**config.mk**
```make
export PLATFORM = sky130hd
export DESIGN_NAME = kbd_arrow_decoder_flat
export DESIGN_NICKNAME = d
export VERILOG_FILES = /design/src/rtl/kbd_arrow_decoder_pkg.sv /design/src/rtl/kbd_arrow_decoder_if.sv /design/src/rtl/kbd_arrow_decoder_ps2_frame_rx.sv /design/src/rtl/kbd_arrow_decoder.sv /design/src/flat_wrapper.sv
export SDC_FILE = /design/constraint.sdc
export NUM_CORES = 1
export LEC_CHECK = 0
export CELL_PAD_IN_SITES_DETAIL_PLACEMENT = 0
export CELL_PAD_IN_SITES_GLOBAL_PLACEMENT = 1
export CORE_ASPECT_RATIO = 0.5
export CORE_MARGIN = 2
export CORE_UTILIZATION = 34
export DETAILED_ROUTE_END_ITERATION = 12
export GPL_TIMING_DRIVEN = 0
export PLACE_DENSITY = 0.63
export RECOVER_POWER = 100
export SETUP_SLACK_MARGIN = 0.3
export SYNTH_ARGS = -nofsm -noshare
export SYNTH_HDL_FRONTEND = slang
export SYNTH_HIERARCHICAL = 1
export SYNTH_SLANG_ARGS = --single-unit
export TNS_END_PERCENT = 20
```
**constraint.sdc**
```tcl
create_clock -name clk -period 4.5 [get_ports clk]
set_input_delay 1.125 -clock clk [delete_from_list [all_inputs] [get_ports clk]]
set_output_delay 1.125 -clock clk [all_outputs]
set_load 0.03 [all_outputs]
```
**src/rtl/kbd_arrow_decoder_pkg.sv**
```systemverilog
// Shared scan-code constants, FSM state types and helpers for the PS/2 arrow-key decoder.
package kbd_pkg;

    localparam logic [7:0] SC_EXT   = 8'hE0;
    localparam logic [7:0] SC_BRK   = 8'hF0;
    localparam logic [7:0] SC_OVR0  = 8'h00;
    localparam logic [7:0] SC_OVRF  = 8'hFF;
    localparam logic [7:0] SC_LEFT  = 8'h6B;
    localparam logic [7:0] SC_RIGHT = 8'h74;
    localparam logic [7:0] SC_UP    = 8'h75;
    localparam logic [7:0] SC_DOWN  = 8'h72;
    localparam logic [7:0] SC_A     = 8'h1C;
    localparam logic [7:0] SC_D     = 8'h23;
    localparam logic [7:0] SC_W     = 8'h1D;
    localparam logic [7:0] SC_S     = 8'h1B;

    localparam logic [2:0] KEY_LEFT  = 3'd0;
    localparam logic [2:0] KEY_RIGHT = 3'd1;
    localparam logic [2:0] KEY_UP    = 3'd2;
    localparam logic [2:0] KEY_DOWN  = 3'd3;
    localparam logic [2:0] KEY_A     = 3'd4;
    localparam logic [2:0] KEY_D     = 3'd5;
    localparam logic [2:0] KEY_W     = 3'd6;
    localparam logic [2:0] KEY_S     = 3'd7;

    typedef enum logic [1:0] {
        RX_IDLE   = 2'd0,
        RX_DATA   = 2'd1,
        RX_PARITY = 2'd2,
        RX_STOP   = 2'd3
    } rx_state_t;

    typedef enum logic [1:0] {
        CODE_BASE   = 2'd0,
        CODE_EXT    = 2'd1,
        CODE_BRK    = 2'd2,
        CODE_EXTBRK = 2'd3
    } code_state_t;

    // True when data plus parity bit carry an odd number of ones.
    function automatic logic oddParityOk(input logic [7:0] data, input logic parity);
        return ^{parity, data};
    endfunction

    // Returns {hit, keyIndex} for a {extended, byte} code.
    function automatic logic [3:0] keyLookup(input logic [8:0] code);
        logic [3:0] res;
        case (code)
            {1'b1, SC_LEFT}:  res = {1'b1, KEY_LEFT};
            {1'b1, SC_RIGHT}: res = {1'b1, KEY_RIGHT};
            {1'b1, SC_UP}:    res = {1'b1, KEY_UP};
            {1'b1, SC_DOWN}:  res = {1'b1, KEY_DOWN};
            {1'b0, SC_A}:     res = {1'b1, KEY_A};
            {1'b0, SC_D}:     res = {1'b1, KEY_D};
            {1'b0, SC_W}:     res = {1'b1, KEY_W};
            {1'b0, SC_S}:     res = {1'b1, KEY_S};
            default:          res = 4'b0000;
        endcase
        return res;
    endfunction

endpackage

```
**src/rtl/kbd_arrow_decoder_if.sv**
```systemverilog
// Keyboard pins plus decoded key outputs; slave is the decoder, master is the board/consumer side.
interface kbd_arrow_decoder_if;
    logic       kbdClk;
    logic       kbdDat;
    logic       leftPressed;
    logic       rightPressed;
    logic       upPressed;
    logic       downPressed;
    logic [8:0] keyCode;
    logic       makePulse;
    logic       breakPulse;
    logic       frameError;

    modport master (
        output kbdClk, kbdDat,
        input  leftPressed, rightPressed, upPressed, downPressed,
        input  keyCode, makePulse, breakPulse, frameError
    );

    modport slave (
        input  kbdClk, kbdDat,
        output leftPressed, rightPressed, upPressed, downPressed,
        output keyCode, makePulse, breakPulse, frameError
    );
endinterface

```
**src/rtl/kbd_arrow_decoder_ps2_frame_rx.sv**
```systemverilog
// PS/2 frame receiver: pin synchronizers, falling-edge detect, 11-bit frame FSM with
// odd-parity/stop check and an in-frame inactivity timeout.
module ps2_frame_rx
    import kbd_pkg::*;
#(
    parameter int TIMEOUT_CYCLES = 50000
) (
    input  logic       clk,
    input  logic       resetN,
    input  logic       kbdClk,
    input  logic       kbdDat,
    output logic       byteValid,
    output logic [7:0] byteData,
    output logic       frameError
);

    localparam int              CNT_W    = $clog2(TIMEOUT_CYCLES + 1);
    localparam logic [CNT_W-1:0] CNT_LAST = CNT_W'(TIMEOUT_CYCLES - 1);

    logic [1:0]       clkSync_r;
    logic [1:0]       datSync_r;
    logic             clkPrev_r;
    logic             fallEdge_s;
    logic             datBit_s;
    logic             timeoutHit_s;

    rx_state_t        state_r;
    rx_state_t        stateNext_s;
    logic [2:0]       bitCnt_r;
    logic [2:0]       bitCntNext_s;
    logic [7:0]       shift_r;
    logic [7:0]       shiftNext_s;
    logic             parity_r;
    logic             parityNext_s;
    logic             acceptNext_s;
    logic             errNext_s;
    logic [CNT_W-1:0] timeoutCnt_r;

    logic             byteValid_r;
    logic [7:0]       byteData_r;
    logic             frameError_r;

    // Two-flop synchronizers, reset to the idle-high bus level, plus the edge-detect history flop.
    always_ff @(posedge clk or negedge resetN) begin
        if (!resetN) begin
            clkSync_r <= 2'b11;
            datSync_r <= 2'b11;
            clkPrev_r <= 1'b1;
        end else begin
            clkSync_r <= {clkSync_r[0], kbdClk};
            datSync_r <= {datSync_r[0], kbdDat};
            clkPrev_r <= clkSync_r[1];
        end
    end

    assign fallEdge_s   = clkPrev_r & ~clkSync_r[1];
    assign datBit_s     = datSync_r[1];
    assign timeoutHit_s = (state_r != RX_IDLE) && !fallEdge_s && (timeoutCnt_r == CNT_LAST);

    // Frame FSM next-state: one bit consumed per falling edge; timeout overrides everything.
    always_comb begin
        stateNext_s  = state_r;
        bitCntNext_s = bitCnt_r;
        shiftNext_s  = shift_r;
        parityNext_s = parity_r;
        acceptNext_s = 1'b0;
        errNext_s    = 1'b0;
        if (timeoutHit_s) begin
            stateNext_s = RX_IDLE;
            errNext_s   = 1'b1;
        end else if (fallEdge_s) begin
            case (state_r)
                RX_IDLE: begin
                    if (!datBit_s) begin
                        stateNext_s  = RX_DATA;
                        bitCntNext_s = 3'd0;
                    end else begin
                        stateNext_s = RX_IDLE;
                    end
                end
                RX_DATA: begin
                    shiftNext_s  = {datBit_s, shift_r[7:1]};
                    bitCntNext_s = bitCnt_r + 3'd1;
                    if (bitCnt_r == 3'd7) begin
                        stateNext_s = RX_PARITY;
                    end else begin
                        stateNext_s = RX_DATA;
                    end
                end
                RX_PARITY: begin
                    parityNext_s = datBit_s;
                    stateNext_s  = RX_STOP;
                end
                RX_STOP: begin
                    stateNext_s = RX_IDLE;
                    if (datBit_s && oddParityOk(shift_r, parity_r)) begin
                        acceptNext_s = 1'b1;
                    end else begin
                        errNext_s = 1'b1;
                    end
                end
                default: stateNext_s = RX_IDLE;
            endcase
        end else begin
            stateNext_s = state_r;
        end
    end

    // Frame state, shift register and registered byte/error outputs.
    always_ff @(posedge clk or negedge resetN) begin
        if (!resetN) begin
            state_r      <= RX_IDLE;
            bitCnt_r     <= 3'd0;
            shift_r      <= 8'h00;
            parity_r     <= 1'b0;
            byteValid_r  <= 1'b0;
            byteData_r   <= 8'h00;
            frameError_r <= 1'b0;
        end else begin
            state_r      <= stateNext_s;
            bitCnt_r     <= bitCntNext_s;
            shift_r      <= shiftNext_s;
            parity_r     <= parityNext_s;
            byteValid_r  <= acceptNext_s;
            frameError_r <= errNext_s;
            if (acceptNext_s) begin
                byteData_r <= shift_r;
            end
        end
    end

    // Inactivity counter: idle in IDLE, restarted by every falling edge inside a frame.
    always_ff @(posedge clk or negedge resetN) begin
        if (!resetN) begin
            timeoutCnt_r <= '0;
        end else if ((state_r == RX_IDLE) || fallEdge_s || timeoutHit_s) begin
            timeoutCnt_r <= '0;
        end else begin
            timeoutCnt_r <= timeoutCnt_r + CNT_W'(1);
        end
    end

    assign byteValid  = byteValid_r;
    assign byteData   = byteData_r;
    assign frameError = frameError_r;

endmodule

```
**src/rtl/kbd_arrow_decoder.sv**
```systemverilog
// Set-2 scan-code decoder: E0/F0 prefix FSM, per-key held bits and direction OR mapping.
module kbd_arrow_decoder
    import kbd_pkg::*;
#(
    parameter int TIMEOUT_CYCLES = 50000
) (
    input  logic                clk,
    input  logic                resetN,
    kbd_arrow_decoder_if.slave  bus
);

    logic        byteValid_s;
    logic [7:0]  byteData_s;
    logic        frameError_s;

    code_state_t code_r;
    code_state_t codeNext_s;
    logic [7:0]  held_r;
    logic [7:0]  heldNext_s;
    logic        evMake_s;
    logic        evBreak_s;
    logic [8:0]  evCode_s;
    logic [3:0]  lookup_s;
    logic [7:0]  keyMask_s;

    logic [8:0]  keyCode_r;
    logic        makePulse_r;
    logic        breakPulse_r;
    logic        leftPressed_r;
    logic        rightPressed_r;
    logic        upPressed_r;
    logic        downPressed_r;

    ps2_frame_rx #(
        .TIMEOUT_CYCLES(TIMEOUT_CYCLES)
    ) u_rx (
        .clk       (clk),
        .resetN    (resetN),
        .kbdClk    (bus.kbdClk),
        .kbdDat    (bus.kbdDat),
        .byteValid (byteValid_s),
        .byteData  (byteData_s),
        .frameError(frameError_s)
    );

    // Prefix FSM and held-bit update for each accepted byte.
    always_comb begin
        codeNext_s = code_r;
        heldNext_s = held_r;
        evMake_s   = 1'b0;
        evBreak_s  = 1'b0;
        evCode_s   = keyCode_r;
        if (byteValid_s) begin
            case (code_r)
                CODE_BASE: begin
                    if (byteData_s == SC_EXT) begin
                        codeNext_s = CODE_EXT;
                    end else if (byteData_s == SC_BRK) begin
                        codeNext_s = CODE_BRK;
                    end else if ((byteData_s == SC_OVR0) || (byteData_s == SC_OVRF)) begin
                        heldNext_s = 8'h00;
                    end else begin
                        evMake_s = 1'b1;
                        evCode_s = {1'b0, byteData_s};
                    end
                end
                CODE_EXT: begin
                    if (byteData_s == SC_BRK) begin
                        codeNext_s = CODE_EXTBRK;
                    end else begin
                        evMake_s   = 1'b1;
                        evCode_s   = {1'b1, byteData_s};
                        codeNext_s = CODE_BASE;
                    end
                end
                CODE_BRK: begin
                    evBreak_s  = 1'b1;
                    evCode_s   = {1'b0, byteData_s};
                    codeNext_s = CODE_BASE;
                end
                CODE_EXTBRK: begin
                    evBreak_s  = 1'b1;
                    evCode_s   = {1'b1, byteData_s};
                    codeNext_s = CODE_BASE;
                end
                default: codeNext_s = CODE_BASE;
            endcase
        end else begin
            codeNext_s = code_r;
        end
    end

    assign lookup_s  = keyLookup(evCode_s);
    assign keyMask_s = lookup_s[3] ? (8'h01 << lookup_s[2:0]) : 8'h00;

    // Held bits, event outputs and direction levels all update together.
    always_ff @(posedge clk or negedge resetN) begin
        if (!resetN) begin
            code_r         <= CODE_BASE;
            held_r         <= 8'h00;
            keyCode_r      <= 9'h000;
            makePulse_r    <= 1'b0;
            breakPulse_r   <= 1'b0;
            leftPressed_r  <= 1'b0;
            rightPressed_r <= 1'b0;
            upPressed_r    <= 1'b0;
            downPressed_r  <= 1'b0;
        end else begin
            code_r         <= codeNext_s;
            held_r         <= heldNext_s | (evMake_s ? keyMask_s : 8'h00);
            if (evBreak_s) begin
                held_r <= heldNext_s & ~keyMask_s;
            end
            keyCode_r      <= evCode_s;
            makePulse_r    <= evMake_s;
            breakPulse_r   <= evBreak_s;
            leftPressed_r  <= nextHeld(KEY_LEFT)  | nextHeld(KEY_A);
            rightPressed_r <= nextHeld(KEY_RIGHT) | nextHeld(KEY_D);
            upPressed_r    <= nextHeld(KEY_UP)    | nextHeld(KEY_W);
            downPressed_r  <= nextHeld(KEY_DOWN)  | nextHeld(KEY_S);
        end
    end

    // Held value after this cycle's make/break, looked up per key index.
    function automatic logic nextHeld(input logic [2:0] idx);
        logic [7:0] h;
        h = heldNext_s;
        if (evMake_s) begin
            h = h | keyMask_s;
        end else if (evBreak_s) begin
            h = h & ~keyMask_s;
        end else begin
            h = heldNext_s;
        end
        return h[idx];
    endfunction

    assign bus.leftPressed  = leftPressed_r;
    assign bus.rightPressed = rightPressed_r;
    assign bus.upPressed    = upPressed_r;
    assign bus.downPressed  = downPressed_r;
    assign bus.keyCode      = keyCode_r;
    assign bus.makePulse    = makePulse_r;
    assign bus.breakPulse   = breakPulse_r;
    assign bus.frameError   = frameError_s;

endmodule

```
**src/flat_wrapper.sv**
```systemverilog
// flat-port wrapper written by rule: the top's interface ports become plain ports
module kbd_arrow_decoder_flat import kbd_pkg::*;
#(
    parameter int TIMEOUT_CYCLES = 50000
)
  (clk, resetN, bus_kbdClk, bus_kbdDat, bus_leftPressed, bus_rightPressed, bus_upPressed, bus_downPressed, bus_keyCode, bus_makePulse, bus_breakPulse, bus_frameError);
  kbd_arrow_decoder_if bus_i ();
  input  logic clk;
  input  logic resetN;
  input wire logic [$bits(bus_i.kbdClk)-1:0] bus_kbdClk;
  input wire logic [$bits(bus_i.kbdDat)-1:0] bus_kbdDat;
  output wire logic [$bits(bus_i.leftPressed)-1:0] bus_leftPressed;
  output wire logic [$bits(bus_i.rightPressed)-1:0] bus_rightPressed;
  output wire logic [$bits(bus_i.upPressed)-1:0] bus_upPressed;
  output wire logic [$bits(bus_i.downPressed)-1:0] bus_downPressed;
  output wire logic [$bits(bus_i.keyCode)-1:0] bus_keyCode;
  output wire logic [$bits(bus_i.makePulse)-1:0] bus_makePulse;
  output wire logic [$bits(bus_i.breakPulse)-1:0] bus_breakPulse;
  output wire logic [$bits(bus_i.frameError)-1:0] bus_frameError;
  assign bus_i.kbdClk = bus_kbdClk;
  assign bus_i.kbdDat = bus_kbdDat;
  assign bus_leftPressed = bus_i.leftPressed;
  assign bus_rightPressed = bus_i.rightPressed;
  assign bus_upPressed = bus_i.upPressed;
  assign bus_downPressed = bus_i.downPressed;
  assign bus_keyCode = bus_i.keyCode;
  assign bus_makePulse = bus_i.makePulse;
  assign bus_breakPulse = bus_i.breakPulse;
  assign bus_frameError = bus_i.frameError;
  kbd_arrow_decoder #(.TIMEOUT_CYCLES(TIMEOUT_CYCLES)) u_core (.clk(clk), .resetN(resetN), .bus(bus_i));
endmodule
```
==> results by stage, run 1 <==
Setup path:
- The nature of the critical path endpoint is a register.
- The launching instance or port of the critical path is u_core/u_rx/byteData[0]$_DFFE_PN0P_.
- STA puts the critical path data required time at 4.73 ns.
- The worst setup path is of the reg -> reg kind.
- The arrival time at the worst endpoint is about 3.7 ns.
- The worst reg2reg path startpoint is u_core/u_rx/byteData[0]$_DFFE_PN0P_.
- The critical register-to-register path endpoint is u_core/bus.leftPressed$_DFF_PN0_.
- The worst setup slack for register-to-register paths is approximately 1.1 ns.
- The maximum fanout encountered on the critical timing path is 9.
- STA classifies the critical path startpoint as a register.
- The number of cells on the worst reg-to-reg path is 10.

Logic synthesis:
- For this run, the register share of the synthesized area comes to 0.485.
- The number of nets in the synthesized netlist is between 300 and 400.
- The mean instance size in the synthesized netlist is 11.2 um2.
- The cell count after synthesis is 325.
- Of the total synthesized cell area, the portion taken by full adders, half adders and majority gates is 0.0104.
- The mux cell area share after synthesis is 0.0859.
- The number of warnings issued by yosys is 6.
- The share of synthesized area in the top cell type comes to 0.449.
- The synthesized flop and latch total is 70.
- The most frequently used flop master after synthesis is sky130_fd_sc_hd__dfrtp_1.
- The compound-cell area share of the yosys netlist is 0.145.
- Of the total synthesized cell area, the portion taken by AND, OR, NAND and NOR gates is 0.183.
- The post-synthesis cell type count is 69.
- The cell taking the most area after synthesis is sky130_fd_sc_hd__dfrtp_1.
- Yosys attributes the largest share of cell area to sky130_fd_sc_hd__dfrtp_1 (45%), sky130_fd_sc_hd__mux2_2 (7.1%), sky130_fd_sc_hd__dfstp_2 (3.6%).
- The netlist area before placement is 0.00363 mm2.
- Of the total synthesized cell area, the portion taken by XOR and XNOR cells is 0.0531.
- Counting flops with a built-in enable in the synthesized netlist gives 0.
- For this run, asynchronously set or reset flops after synthesis account for 1.00.
- The dominant combinational cell family by area after synthesis is simple AND/OR/NAND/NOR gates.

Final layout:
- The area used by multi-input combinational logic is 0.00165 mm2.
- The total of fill cells in the finished design is about 1000.
- The fraction of layout cells with a size suffix above 1 is 0.153.
- Summing all flip-flop and latch instances after layout gives approximately 0.0018 mm2.
- Measured on the finished design, the core utilization comes to 0.411.
- The area growth from synthesis to final layout is 16.6%.
- 0 antenna diodes ended up in the layout.
- With fillers left out, the area of the finished cells amounts to 0.00423 mm2.
- The number of nets in the finished design is approximately 360.

Global routing:
- The number of global-route vias before repair was 2680.
- The global-route wire length before repair is 13500 um.
- Entering global routing, the biggest net connects 71 pins.
- The number of antenna violations at the first check in global routing is 0.
- For this run the aggregate overflow at the end of global routing stands at 0.
- The combined global-route utilization of all metal layers is 0.149.

Clock network:
- The number of levels in the clock H-tree is 3.
- The maximum clock insertion buffer count is 2.
- The number of setup buffers added after CTS is 0.
- The later-pin clock latency in the skew report is 0.33 ns.
- Counting every sink on the clock net gives 70.
- The TritonCTS buffer count is 9.
- The post-CTS resize count is 0.
- Clock-pin slew was measured on the worst setup and hold paths at about 0.060 ns.
- The TritonCTS clock tree is built.
- The number of buffers added to fix hold violations after cts is 0.
- The root buffer cell chosen for the clock tree is sky130_fd_sc_hd__clkbuf_16.

Worst hold path:
- The worst hold path begins at u_core/u_rx/datSync_r[0]$_DFF_PN1_.
- The worst min-delay path endpoint is u_core/u_rx/datSync_r[1]$_DFF_PN1_.
- The worst hold path depth is 0.
- The path type of the worst min-delay path is reg -> reg.

Pwr:
- The ratio of total power to cell area is 404 mW/mm2.
- Across the VDD grid, the largest voltage drop is 0.165 mV.
- The leakage power is approximately 1.8 nW.
- Summing internal, switching and leakage power gives roughly 0.0017 W.

Floorplanning:
- During I/O placement, the number of pins put on the boundary was 20.
- The area of the core is 0.0103 mm2.
- For this configuration, the core starts out at a cell density of 0.353.
- The die area is 0.0116 mm2.
- After floorplanning, the core was divided into 26 placement rows.
- The floorplan die width is between 150 and 200 um.
- The floorplan step set the die height to approximately 77 um.

STA:
- The count of final max-slew check failures is between 70 and 80.
- The clock arrives with 0.00482 ns of skew.
- The final-report hold violation count came to 0.
- The worst slew margin relative to its limit is -0.149.
- In the finished design, the share of the clock period the worst path needs comes to 0.759.
- Setup repair after global routing left no endpoint under its margin.
- Timing would allow up to 0.293 GHz.
- The number of setup violations in the final report is 0.
- The worst hold slack across all endpoints is 0.354 ns.
- Counting I/O delays and the setup requirement, the final critical path takes 3.42 ns.
- The actual slew at the worst max-slew pin is 1.72 ns.
- Adding up every negative setup slack in the final design gives 0 ns.

Detailed routing:
- The number of vias after detailed routing is 2609.
- The count of nets left with antenna violations after detail routing is 0.
- The average vias per placed instance is 5.22.
- The pre-antenna-repair detailed-routing pass consisted of 4 iterations.
- For this block, the initial DRC count from the detailed router was 173.
- The final layout contains routed wiring with a total length of 7600 um.
- The detail-routed net length per standard cell is between 15 and 20 um.
- After detailed routing, the number of remaining DRC violations is 0.

Placed design:
- The estimated wirelength of the detail-placed design is 5350 um.
- The placement-stage cell area is between 0.003 and 0.004 mm2.
- During placement, the flow inserted port buffers numbering 19.
- Routability-driven placement finished with a final weighted congestion of a little over 0.8.

Flow run:
- The tool flagged a number of max-cap violations equal to 1.

Run status:
- The final reports fail on capacitance limit, slew limit.
- The flow ran to the end, but the final reports show violations.
[cell usage in the layout, fill, tap and decap left out, types with 5 or more instances in the layout]
master / count
sky130_fd_sc_hd__o21ai_0: 22
sky130_fd_sc_hd__or3_1: 5
sky130_fd_sc_hd__o211ai_1: 7
sky130_fd_sc_hd__nor3_1: 7
sky130_fd_sc_hd__nor2_1: 23
sky130_fd_sc_hd__dlygate4sd3_1: 18
sky130_fd_sc_hd__and3_1: 5
sky130_fd_sc_hd__nand2_1: 19
sky130_fd_sc_hd__dfrtp_1: 65
sky130_fd_sc_hd__clkbuf_1: 8
sky130_fd_sc_hd__mux2_2: 22
sky130_fd_sc_hd__xnor2_1: 10
sky130_fd_sc_hd__a21oi_1: 9
sky130_fd_sc_hd__inv_1: 14
sky130_fd_sc_hd__nand3_1: 9
sky130_fd_sc_hd__nand4_1: 11
sky130_fd_sc_hd__clkbuf_16: 9
[synthesized netlist by cell type, drive strengths merged (3+ instances only)]
cell type,count
nand2b,4
a21oi,9
mux2i,4
or4,3
o211ai,7
nor3,7
o31ai,3
nand3b,4
xnor2,10
mux2,23
and3,5
buf,6
dfrtp,65
xor2,4
inv,15
nor4b,3
or3,5
dfstp,5
nand3,9
nand4b,3
o22ai,4
o21ai,25
nand4,11
nand2,19
nor2,23
o41ai,5
ha,3
clkbuf,4
nor4,3
[stage by stage]
step / std cells / setup WS [ns]
after floorplan: 325 / 1.87
after global placement: 484 / -0.106
after detailed placement: 484 / 1.50
after CTS: 500 / 1.49
after global routing: 500 / 0.735
final: 500 / 1.08
[worst max-delay path by stage]
stage / to / cells past startpoint / slack (ns)
after floorplan: u_core/bus.rightPressed$_DFF_PN0_ / 9 / 1.87
after global placement: u_core/held_r[4]$_DFF_PN0_ / 1 / -0.11
after detailed placement: u_core/bus.rightPressed$_DFF_PN0_ / 9 / 1.50
after CTS: u_core/bus.rightPressed$_DFF_PN0_ / 9 / 1.49
after global routing: u_core/bus.leftPressed$_DFF_PN0_ / 10 / 0.73
final: u_core/bus.leftPressed$_DFF_PN0_ / 10 / 1.08
[metal layers]
metal / global-route usage / up-vias / routed length (um)
li1: - / 1267 / -
met1: 0.195 / 1303 / 3490
met2: 0.241 / 35 / 3810
met3: 0.0417 / 4 / 243
met4: 0.0462 / 0 / 59
met5: 0 / - / 0
[power breakdown]
group	switching, W	internal [W]	leakage (nW)	total, W
registers	0.0000466	0.000674	0.948	0.000720
logic	0.0000809	0.000120	0.724	0.000201
clock network	0.000256	0.000530	0.166	0.000786
total	0.000384	0.00132	1.84	0.00171
[critical path, cell delays in order, from the launching register on]
cell	delay (ns)
sky130_fd_sc_hd__dfrtp_1	0.45
sky130_fd_sc_hd__or4_1	0.53
sky130_fd_sc_hd__clkbuf_1	0.22
sky130_fd_sc_hd__o22ai_1	0.38
sky130_fd_sc_hd__a21oi_1	0.29
sky130_fd_sc_hd__o22ai_1	0.44
sky130_fd_sc_hd__inv_4	0.06
sky130_fd_sc_hd__nor4_4	0.37
sky130_fd_sc_hd__nand2_1	0.17
sky130_fd_sc_hd__and3_1	0.18
sky130_fd_sc_hd__a311oi_1	0.22
[sequential cells by signal, indices dropped and copies added (netlist names)]
signal	cells
u_core/bus.breakPulse	1
u_core/bus.downPressed	1
u_core/bus.keyCode	9
u_core/bus.leftPressed	1
u_core/bus.makePulse	1
u_core/bus.rightPressed	1
u_core/bus.upPressed	1
u_core/code_r	2
u_core/held_r	8
u_core/u_rx/bitCnt_r	3
u_core/u_rx/byteData	8
u_core/u_rx/byteValid	1
u_core/u_rx/clkPrev_r	1
u_core/u_rx/clkSync_r	2
u_core/u_rx/datSync_r	2
u_core/u_rx/frameError	1
u_core/u_rx/parity_r	1
u_core/u_rx/shift_r	8
u_core/u_rx/state_r	2
u_core/u_rx/timeoutCnt_r	16
[final cells by class]
| class | count | share of cell area |
|---|---|---|
| buffer | 11 | 0.0154 |
| clock buffer | 13 | 0.0639 |
| clock inverter | 3 | 0.0154 |
| inverter | 15 | 0.0139 |
| multi-input combinational | 229 | 0.390 |
| sequential | 70 | 0.416 |
| tap | 140 | 0.0414 |
| timing repair buffer | 19 | 0.0438 |
[cell families (layout without fill, tap and decap cells)]
kind of cell	after synthesis	count (layout)
xor+xnor	17	17
buf+inv	26	61
simple gates	111	111
compound gates	71	71
fa+ha+maj	3	3
flops	70	70
mux	27	27
No activity file was read; power rests on OpenSTA's default activity.
==> run 2: changes to the inputs <==
Clock period 4.5 ns to 3.34 ns, I/O delays scaled along.
==> run 2 against run 1 <==
The flow still finishes with violations (capacitance limit, slew limit). Flip-flop and latch count stayed put. Largest power group unchanged. Largest cell class unchanged. Clock power is 35% higher. Wire length is 0.72% higher. Clock skew is 0.00068 ns higher. Non-clock buffer count is 1 higher. Sequential power is 35% higher. Cell count is 0.20% higher. Count of clock-buffer cells in the layout stayed put. Setup slack worse by 0.74 ns. Core utilization is 0.92 points higher. Fmax is 14% higher. Power is 35% higher.
==> results by stage, run 2 (same netlist as run 1, synthesis figures left out) <==
Global routing:
- The combined global-route utilization of all metal layers came to 0.149 (unchanged).
- The pin count of the biggest net entering global routing is 71 (unchanged).
- The number of global-route vias before repair is 2680 (unchanged).
- The global-route wire length before repair is 13500 um (unchanged).
- The number of antenna violations at the first check in global routing is 0 (unchanged).
- The total global routing overflow was 0 (unchanged).

Worst hold path:
- The worst hold path depth is 0 (unchanged).
- The path type of the worst min-delay path is reg -> reg (unchanged).

Final layout:
- The number of nets in the finished design was 363 (was 362).
- The area growth from synthesis to final layout was 19.2% (was 16.6%).
- The number of flip-flops in the largest register came to 16 (unchanged).
- The register with the most flip-flops is u_core/u_rx/timeoutCnt_r (unchanged).
- The final standard cell utilization of the core came to 0.421 (was 0.411).
- The count of antenna diodes in the layout is 0 (unchanged).
- The fraction of layout cells with a size suffix above 1 is 0.188 (was 0.153).
- Commonest cells after routing, fill and taps aside: sky130_fd_sc_hd__dfrtp_1 (64), sky130_fd_sc_hd__nor2_1 (23), sky130_fd_sc_hd__mux2_2 (22), sky130_fd_sc_hd__o21ai_0 (20), sky130_fd_sc_hd__dlygate4sd3_1 (18) (was sky130_fd_sc_hd__dfrtp_1 (65), sky130_fd_sc_hd__nor2_1 (23), sky130_fd_sc_hd__mux2_2 (22), sky130_fd_sc_hd__o21ai_0 (22), sky130_fd_sc_hd__nand2_1 (19)).
- The count of non-filler cells in the finished layout is 501 (was 500).
- The most common library cell in the layout ignoring fill and taps is sky130_fd_sc_hd__dfrtp_1 (unchanged).

Placed design:
- The number of port buffers is 19 (unchanged).
- The cell total after placement is 484 (unchanged).
- The last weighted congestion value of the routability-driven placer is 0.822 (unchanged).
- The worst setup timing slack at the placement stage is 0.341 ns (was 1.50 ns).
- The estimated wirelength of the detail-placed design is 5350 um (unchanged).

Run status:
- Failing checks: capacitance limit, slew limit (unchanged).
- Run status: finished, violations left (unchanged).

Setup path:
- The startpoint kind of the worst setup timing path is a register (unchanged).
- The buffering stage count on the worst path with inverters included is 2 (unchanged).
- The arrival time at the worst endpoint is 3.18 ns (was 3.65 ns).
- The kind of cell adding the most delay to the critical path is simple AND/OR/NAND/NOR gates (was compound AO/OA/AOI/OAI gates).
- Ordered list of cells on the worst path: or4_1 > buf_6 > o41ai_4 > a21oi_4 > clkbuf_1 > nor3_1 > a21oi_1 > or3_1 > o211ai_1 > a32oi_1 (was or4_1 > clkbuf_1 > o22ai_1 > a21oi_1 > o22ai_1 > inv_4 > nor4_4 > nand2_1 > and3_1 > a311oi_1).
- The maximum fanout encountered on the critical timing path came to 10 (was 9).
- The cell with the largest stage delay on the worst path is sky130_fd_sc_hd__or4_1 (unchanged).
- The number of logic stages on the critical path including buffering is 10 (unchanged).
- The required time of the critical path is 3.52 ns (was 4.73 ns).
- The number of cells on the worst reg-to-reg path is 10 (unchanged).
- The type of the worst setup path is reg -> reg (unchanged).
- The nature of the critical path endpoint was a register (unchanged).
- The peak per-stage delay on the critical path is 0.56 ns (was 0.53 ns).

STA:
- The count of final max-slew check failures came to 71 (unchanged).
- The top achievable clock speed was 0.333 GHz (was 0.293 GHz).
- The actual slew at the worst max-slew pin is 1.73 ns (was 1.72 ns).
- The final sum of negative setup slack was 0 ns (unchanged).
- The minimum period implied by the final worst setup slack is 3.00 ns (was 3.42 ns).
- The number of setup violations in the final report was 0 (unchanged).
- The worst slew margin relative to its limit is -0.152 (was -0.149).
- The worst-case clock skew is 0.00550 ns (was 0.00482 ns).
- Setup repair after global routing missed its margin: yes (was no).
- The final-report hold violation count was 0 (unchanged).
- The period utilization is 0.898 (was 0.759).
- The final worst setup slack is 0.339 ns (was 1.08 ns).

Detailed routing:
- The length of the first detailed-routing pass in iterations is 4 (unchanged).
- The overall routed net length came to 7650 um (was 7600 um).
- The count of nets left with antenna violations after detail routing was 0 (unchanged).
- The DRC violation count after routing is 0 (unchanged).
- The detail-routed net length per standard cell is 15.3 um (was 15.2 um).
- The average vias per placed instance is 5.25 (was 5.22).
- The number of DRC markers after the initial detailed-route iteration is 160 (was 173).
- The number of vias after detailed routing is 2630 (was 2609).

Clock network:
- The TritonCTS buffer count is 9 (unchanged).
- The clock net sink count is 70 (unchanged).
- The clock slew seen by the registers of the worst setup and hold paths was 0.06 ns (about the same).
- The number of levels in the clock H-tree is 3 (unchanged).
- The number of buffers added to fix hold violations after cts is 0 (unchanged).
- The TritonCTS clock tree is built (unchanged).
- The later-pin clock latency in the skew report came to 0.33 ns (about the same).
- The cell at the root of the clock tree was sky130_fd_sc_hd__clkbuf_16 (unchanged).
- The maximum clock insertion buffer count was 2 (unchanged).

Floorplanning:
- The floorplan die width is 150 um (unchanged).
- The die area came to 0.0116 mm2 (unchanged).
- The floorplan die height is 77.0 um (unchanged).
- The initial cell density of the core is 0.353 (unchanged).
- The area of the core was 0.0103 mm2 (unchanged).
- The top-level I/O count was 20 (unchanged).
- The row count came to 26 (unchanged).

Pwr:
- The leakage power is 1.86 nW (was 1.84 nW).
- The ratio of total power to cell area is 532 mW/mm2 (was 404 mW/mm2).
- The worst IR drop on VDD was 0.222 mV (was 0.165 mV).

Flow run:
- The count of max-cap constraint violations was 1 (unchanged).
run 2: final cells by class:
cell class              count  area (um2)
multi-input cells         229        1730
clock inverters             3        65.1
inverters                  15        58.8
well taps                 140         175
fillers                   979        5960
flip-flops and latches     70        1760
plain buffers              11        73.8
repair buffers             20         193
clock buffers              13         270
run 2: report_power, final:
part | internal (W) | switching (W)
clock | 0.000714 | 0.000345
combinational | 0.000162 | 0.000110
sequential | 0.000908 | 0.0000624
run 2: through the flow:
stage	total power, W	cell area [um2]	hold slack, ns
finish	0.00230	4320	0.354
global route	0.00242	4320	0.357
CTS	0.00236	4320	0.356
detailed placement	0.00129	3990	0.347
global placement	0.00128	3990	0.346
floorplan	0.00122	3630	0.345
run 2: metal layers:
layer	global-route usage	up-vias	wire, um
met2	0.241	36	3830
met5	0	-	0
met3	0.0417	4	237
met1	0.195	1324	3520
li1	-	1266	-
met4	0.0462	0	59
run 2: worst paths after layout:
| kind | end | slack, ns | from |
|---|---|---|---|
| worst max-delay path | u_core/bus.rightPressed$_DFF_PN0_ | 0.34 | u_core/u_rx/byteData[0]$_DFFE_PN0P_ |
| worst min-delay path | u_core/u_rx/datSync_r[1]$_DFF_PN1_ | 0.35 | u_core/u_rx/datSync_r[0]$_DFF_PN1_ |
| worst max register to register | u_core/bus.rightPressed$_DFF_PN0_ | 0.34 | u_core/u_rx/byteData[0]$_DFFE_PN0P_ |
| worst min register to register | u_core/u_rx/datSync_r[1]$_DFF_PN1_ | 0.35 | u_core/u_rx/datSync_r[0]$_DFF_PN1_ |
| max in group asynchronous | u_core/u_rx/byteData[1]$_DFFE_PN0P_ | 1.23 | resetN |
| min in group asynchronous | u_core/u_rx/frameError$_DFF_PN0_ | 0.96 | resetN |
run 2: what timing repair did:
action / CTS / global route
hold endpoints to repair: 0 / 0
resized for setup: 0 / 9
buffers inserted: 0 / 1
endpoints found under the setup margin: 0 / 10
run 2: worst reg2reg max path, stage by stage, from the launching register on:
cell,delay [ns]
sky130_fd_sc_hd__dfrtp_1,0.45
sky130_fd_sc_hd__or4_1,0.56
sky130_fd_sc_hd__buf_6,0.17
sky130_fd_sc_hd__o41ai_4,0.34
sky130_fd_sc_hd__a21oi_4,0.11
sky130_fd_sc_hd__clkbuf_1,0.25
sky130_fd_sc_hd__nor3_1,0.18
sky130_fd_sc_hd__a21oi_1,0.05
sky130_fd_sc_hd__or3_1,0.38
sky130_fd_sc_hd__o211ai_1,0.24
sky130_fd_sc_hd__a32oi_1,0.14
==> run 3: changes to the inputs <==
Settings changed: SKIP_CTS_REPAIR_TIMING set to 1.
==> results of run 3 <==
The final DEF is identical to that of run 2; final timing and power are the same.
